==> src/rtl/multi_controller_poller_m.sv <==
// ============================================================================
// Module   : multi_controller_poller_m
// Purpose  : Polls NUM_CONTROLLERS serial gamepads over a shared latch/clock
//            pair and publishes button states plus newly-pressed edge flags.
// Revision : 1.0 - initial release
// ============================================================================
`default_nettype none

module multi_controller_poller_m #(
    parameter int NUM_CONTROLLERS = 2,
    parameter int NUM_BUTTONS     = 8,
    parameter int CLK_DIV         = 6,
    parameter int AUTO_POLL       = 0,
    parameter int POLL_PERIOD     = 16667
) (
    input  logic                                   clk_1,
    input  logic                                   rst,
    input  logic                                   start,
    output logic                                   controller_latch,
    output logic                                   controller_clk,
    input  logic [NUM_CONTROLLERS-1:0]             controller_data_in_B,
    output logic [NUM_CONTROLLERS*NUM_BUTTONS-1:0] buttons_out,
    output logic [NUM_CONTROLLERS*NUM_BUTTONS-1:0] buttons_pressed_out,
    output logic                                   busy,
    output logic                                   done
);

    localparam int c_BTN_W = NUM_CONTROLLERS * NUM_BUTTONS;
    localparam int c_PH_W  = $clog2(2 * CLK_DIV);
    localparam int c_BIT_W = (NUM_BUTTONS > 1) ? $clog2(NUM_BUTTONS) : 1;
    localparam int c_PER_W = (POLL_PERIOD > 1) ? $clog2(POLL_PERIOD) : 1;

    localparam logic [c_PH_W-1:0]  c_LATCH_LAST = c_PH_W'(2 * CLK_DIV - 1);
    localparam logic [c_PH_W-1:0]  c_HALF_LAST  = c_PH_W'(CLK_DIV - 1);
    localparam logic [c_BIT_W-1:0] c_BIT_LAST   = c_BIT_W'(NUM_BUTTONS - 1);
    localparam logic [c_PER_W-1:0] c_PER_LAST   = c_PER_W'(POLL_PERIOD - 1);

    localparam logic [2:0] c_ST_IDLE     = 3'd0;
    localparam logic [2:0] c_ST_LATCH    = 3'd1;
    localparam logic [2:0] c_ST_SHIFT_LO = 3'd2;
    localparam logic [2:0] c_ST_SHIFT_HI = 3'd3;
    localparam logic [2:0] c_ST_COMMIT   = 3'd4;

    logic [2:0]               r_state;
    logic [c_PH_W-1:0]        r_phase;
    logic [c_BIT_W-1:0]       r_bit;
    logic [c_PER_W-1:0]       r_period;
    logic [NUM_BUTTONS-1:0]   r_shift [NUM_CONTROLLERS];
    logic [c_BTN_W-1:0]       r_buttons;
    logic [c_BTN_W-1:0]       r_pressed;
    logic [c_BTN_W-1:0]       w_shift_flat;
    logic                     w_auto_trig;
    logic                     w_trigger;

    // Free-running poll period counter; frozen at zero when auto-poll is off.
    always_ff @(posedge clk_1) begin
        if (rst || (AUTO_POLL == 0)) begin
            r_period <= '0;
        end else if (r_period == c_PER_LAST) begin
            r_period <= '0;
        end else begin
            r_period <= r_period + 1'b1;
        end
    end

    assign w_auto_trig = (AUTO_POLL != 0) && (r_period == c_PER_LAST);
    assign w_trigger   = start | w_auto_trig;

    generate
        for (genvar c = 0; c < NUM_CONTROLLERS; c++) begin : g_pack
            assign w_shift_flat[c*NUM_BUTTONS +: NUM_BUTTONS] = r_shift[c];
        end
    endgenerate

    always_ff @(posedge clk_1) begin
        if (rst) begin
            r_state   <= c_ST_IDLE;
            r_phase   <= '0;
            r_bit     <= '0;
            r_buttons <= '0;
            r_pressed <= '0;
            for (int c = 0; c < NUM_CONTROLLERS; c++) begin
                r_shift[c] <= '0;
            end
        end else begin
            case (r_state)
                c_ST_IDLE: begin
                    r_phase <= '0;
                    r_bit   <= '0;
                    if (w_trigger) begin
                        r_state <= c_ST_LATCH;
                    end
                end
                c_ST_LATCH: begin
                    if (r_phase == c_LATCH_LAST) begin
                        r_phase <= '0;
                        r_state <= c_ST_SHIFT_LO;
                    end else begin
                        r_phase <= r_phase + 1'b1;
                    end
                end
                c_ST_SHIFT_LO: begin
                    if (r_phase == c_HALF_LAST) begin
                        // Data is sampled at the end of the low phase, just before the rising edge.
                        for (int c = 0; c < NUM_CONTROLLERS; c++) begin
                            r_shift[c][r_bit] <= ~controller_data_in_B[c];
                        end
                        r_phase <= '0;
                        r_state <= c_ST_SHIFT_HI;
                    end else begin
                        r_phase <= r_phase + 1'b1;
                    end
                end
                c_ST_SHIFT_HI: begin
                    if (r_phase == c_HALF_LAST) begin
                        r_phase <= '0;
                        if (r_bit == c_BIT_LAST) begin
                            r_state <= c_ST_COMMIT;
                        end else begin
                            r_bit   <= r_bit + 1'b1;
                            r_state <= c_ST_SHIFT_LO;
                        end
                    end else begin
                        r_phase <= r_phase + 1'b1;
                    end
                end
                c_ST_COMMIT: begin
                    r_buttons <= w_shift_flat;
                    r_pressed <= w_shift_flat & ~r_buttons;
                    r_bit     <= '0;
                    r_state   <= c_ST_IDLE;
                end
                default: begin
                    r_state <= c_ST_IDLE;
                end
            endcase
        end
    end

    assign controller_latch    = (r_state == c_ST_LATCH);
    assign controller_clk      = (r_state != c_ST_SHIFT_LO);
    assign busy                = (r_state != c_ST_IDLE);
    assign done                = (r_state == c_ST_COMMIT);
    assign buttons_out         = r_buttons;
    assign buttons_pressed_out = r_pressed;

endmodule

`default_nettype wire

==> config.mk <==
export PLATFORM = sky130hd
export DESIGN_NAME = multi_controller_poller_m
export DESIGN_NICKNAME = d
export VERILOG_FILES = /design/src/rtl/multi_controller_poller_m.sv
export SDC_FILE = /design/constraint.sdc
export NUM_CORES = 1
export LEC_CHECK = 0
export ABC_AREA = 1
export CELL_PAD_IN_SITES_DETAIL_PLACEMENT = 1
export CELL_PAD_IN_SITES_GLOBAL_PLACEMENT = 1
export CORE_UTILIZATION = 25
export CTS_CLUSTER_DIAMETER = 40
export CTS_CLUSTER_SIZE = 30
export DETAILED_ROUTE_END_ITERATION = 8
export GPL_ROUTABILITY_DRIVEN = 0
export PLACE_DENSITY = 0.51
export SLEW_MARGIN = 20
export SYNTH_ARGS = -nofsm -noshare
export SYNTH_HDL_FRONTEND = slang
export SYNTH_SLANG_ARGS = --single-unit
==> constraint.sdc <==
create_clock -name clk_1 -period 1.7 [get_ports clk_1]
set_input_delay 0.51 -clock clk_1 [delete_from_list [all_inputs] [get_ports clk_1]]
set_output_delay 0.51 -clock clk_1 [all_outputs]
set_load 0.1 [all_outputs]
==> out/metrics.cfg <==
[yosys]
synthesis.yosys.warnings = 0
synth_xor_area_frac = 0.007467
synth_top_area_cell = dfxtp_1
post_synth_and_or_nand_nor_area_fraction = 0.2576
synthesis.instances = 268
synth-main-ff-cell = dfxtp_1
synth_async_sr_flop_share = 0
part_of_the_yosys_area_used_for_sequential_elements = 0.5632
synth_fa_ha_area_frac = 0.02133
post_synth_instance_area_um2 = 2346
synth-compound-area-share = 0.09387
ys_top_cells_by_area = dfxtp_1 (36%), edfxtp_1 (20%), nand2_1 (12%)
synth.most_common_cell = nand2_1
synth_edf_count = 16
syn_nets = 277
netlist_top_cells_count = nand2_1 (75), dfxtp_1 (42), a21oi_1 (35), edfxtp_1 (16), inv_1 (16)
yosys.cell_types.count = 23
combinational_family_with_the_most_area_after_synthesis = simple AND/OR/NAND/NOR gates
synth-seq-cells = 58
post-synth-top-area-fraction = 0.3584
portion_of_netlist_area_occupied_by_mux_cells = 0
postSynthAreaPerCell_um2 = 8.754

[die]
area_enclosed_by_the_die_boundary_um2 = 9775
width_of_the_chip_um = 98.87
fp.coreArea_um2 = 8891
io_pins = 41
rows = 34
die_height_um = 98.87
effective_utilization_at_floorplan = 0.2639

[timing]
layout_min_cycle_time_ps = 1684
post-route-period-util = 0.9907
timing.final.max_slew_violations = 0
report.final.setup_viol = 0
rsz0062_at_grt = true
final-hold-violation-count = 0
worst_slew_margin_rel = 0.7164
final.setup_skew_ps = 4.017
worstMarginPinSlew_ps = 425.4
max_freq_mhz = 593.8

[min_path]
holdCritStartpoint = r_phase[3]
hold_depth = 2
whs_endpoint = r_phase[3]
min-delay-path-class = reg2reg

[worst_setup_path]
critical_path_peak_fanout = 6
cp-startpoint = r_state[0]
slowest_stage_delay_on_critical_path_ps = 390
end_kind = output pin
worstReg2RegEnd = r_shift[0][13]
setup.worst_path.start_class = flop
reg2reg_setup_slack_ps = 100
critical_path.top_delay_family = flip-flops
cp_slowest_cell = dfxtp_4
required_ps = 1190
type_of_the_setup_path_with_the_least_slack = reg2out
crit_path_cell_trace = inv_6 > nand2_8 > nor2_8 > buf_12
critical_path_arrival_ps = 1170
ff2ff_path_depth = 7
reg2reg_from = r_phase[1]
cp_num_buf_inv = 2

[grt]
grt-ovfl-total = 0
maximum_number_of_pins_on_one_net_before_global_route_repair = 39
grt_pass1_vias = 1905
initial_antenna_violation_count = 0
grt_pass1_wl_um = 9453
globalRouteTotalUtil = 0.1266

[clock_network]
numCtsBuffers = 9
worst_setup_hold_path_clk_slew_ps = 70
cts.sink_count = 58
clk-insertion-delay-late_ps = 330
clockRootBuffer = clkbuf_8
cts_tree = yes
h-tree-depth = 3
cts_buffer_depth = 2
hold_buffers = 0

[placed_design]
hpwlAfterDp_um = 3998
dp.cells = 417
dpl-instance-area_um2 = 3272
numPortBuffers = 40

[routing]
routed_via_density = 4.406
postRouteAntennaNets = 0
drtPass1Iterations = 4
vias = 1952
route.detailed.drc = 0
wl_um = 5729
initialDrtViolationCount = 61
wire_per_inst_um = 12.93

[power]
totalPowerFinal_mw = 4.215
internal_power_mw = 2.727
power.static_leakage_nw = 1.395
comb_power_share = 0.325
power_switching_share = 0.3529
ir_worst_vdd_v = 0.0006693
power.share.clock = 0.296
seqPwrFrac = 0.380
switching_power_summed_over_all_nets_mw = 1.487
cellPowerDensity_nw_per_um2 = 1168

[layout]
layout-area-overhead-vs-synth_pct = 53.87
filler_cell_count = 998
finish.instance_area_um2 = 3610
postLayoutCoreUtil = 0.4060
antennaDiodeCount = 0
layout.cells.non_filler = 443
number_of_nets_in_the_final_layout = 339
post_route_cells_drive_above_1_share = 0.2955

[job]
drv_cap = 0

[outcome]
status = complete, no violations

==> cell usage in the layout, fill, tap and decap left out, types with 2 or more instances in the layout <==
master,n
nand2_1,72
dfxtp_1,39
buf_12,36
a21oi_1,35
buf_4,20
edfxtp_1,16
inv_1,15
nand3_1,15
clkbuf_8,11
or2_0,9
nor2_1,8
o21ai_1,7
or2_2,7
nand4_1,6
nand2_2,5
ha_1,4
clkdlybuf4s50_1,4
nor2_4,3
clkinv_2,3
dfxtp_4,3
inv_4,2
nor2_2,2
nor3_1,2
xor2_1,2
==> final cells by class <==
| type | instances | area [um2] | area share |
|---|---|---|---|
| repair buffers | 61 | 922.1 | 0.2555 |
| inverters | 18 | 82.58 | 0.02288 |
| multi-input cells | 182 | 939.7 | 0.2603 |
| clock buffers | 12 | 176.4 | 0.04887 |
| flip-flops and latches | 58 | 1333 | 0.3692 |
| clock inverters | 4 | 21.27 | 0.005893 |
| well taps | 108 | 135.1 | 0.03744 |
==> sequential cells by signal, indices dropped and copies added, names as in the netlist <==
name,flops
r_bit,3
r_phase,4
r_shift,16
r_state,3
buttons_pressed_out,16
buttons_out,16
==> per-stage QoR <==
stage	TNS (ps)	setup WS (ps)	hold WS, ps
final	0	15.86	491.7
after floorplan	-26.71	-26.71	449.5
after CTS	-11.49	-11.49	500.3
after global routing	-46.81	-29.87	521.0
after global placement	-6253	-233.0	469.1
after detailed placement	-6788	-249.4	489.4
==> routing by layer <==
metal	vias up	part of all wire	global-route usage
met5	-	0	0
met4	0	0.022	0.06544
met3	10	0.029	0.02766
met2	33	0.44	0.1996
met1	901	0.50	0.1626
li1	1008	-	-
==> tightest hold or removal path: stages, from the launching register on <==
cell and delay [ps]:
dfxtp_1 330, nand2_1 60, a21oi_1 50
==> cell families (layout without fill, tap and decap cells) <==
group,after synthesis,after routing
AO/OA/AOI/OAI,44,44
XOR/XNOR,2,2
adder cells (fa/ha/maj),4,4
buffers and inverters,28,95
flip-flops,58,58
AND/OR/NAND/NOR,132,132
==> what timing repair did <==
action,CTS,global route
pin swaps,3,2
setup endpoints to repair,20,20
gates resized for setup,17,14
buffers inserted,8,2
==> power groups by stage <==
stage / registers (mW) / clock network, mW / logic (mW)
floorplan: 1.58 / 0 / 0.775
global placement: 1.59 / 0 / 1.13
detailed placement: 1.60 / 0 / 1.15
CTS: 1.58 / 1.29 / 1.31
global route: 1.62 / 1.33 / 1.48
finish: 1.60 / 1.25 / 1.37
==> worst max-delay path by stage <==
stage                          end  slack, ps  cells past startpoint
CTS                           done        -10                      4
global placement    r_shift[0][13]       -230                      5
finish                        done         20                      4
detailed placement  r_shift[0][13]       -250                      5
global route                  done        -30                      4
floorplan           controller_clk        -30                      3
Note: power is estimated with default switching activity, not from simulation.
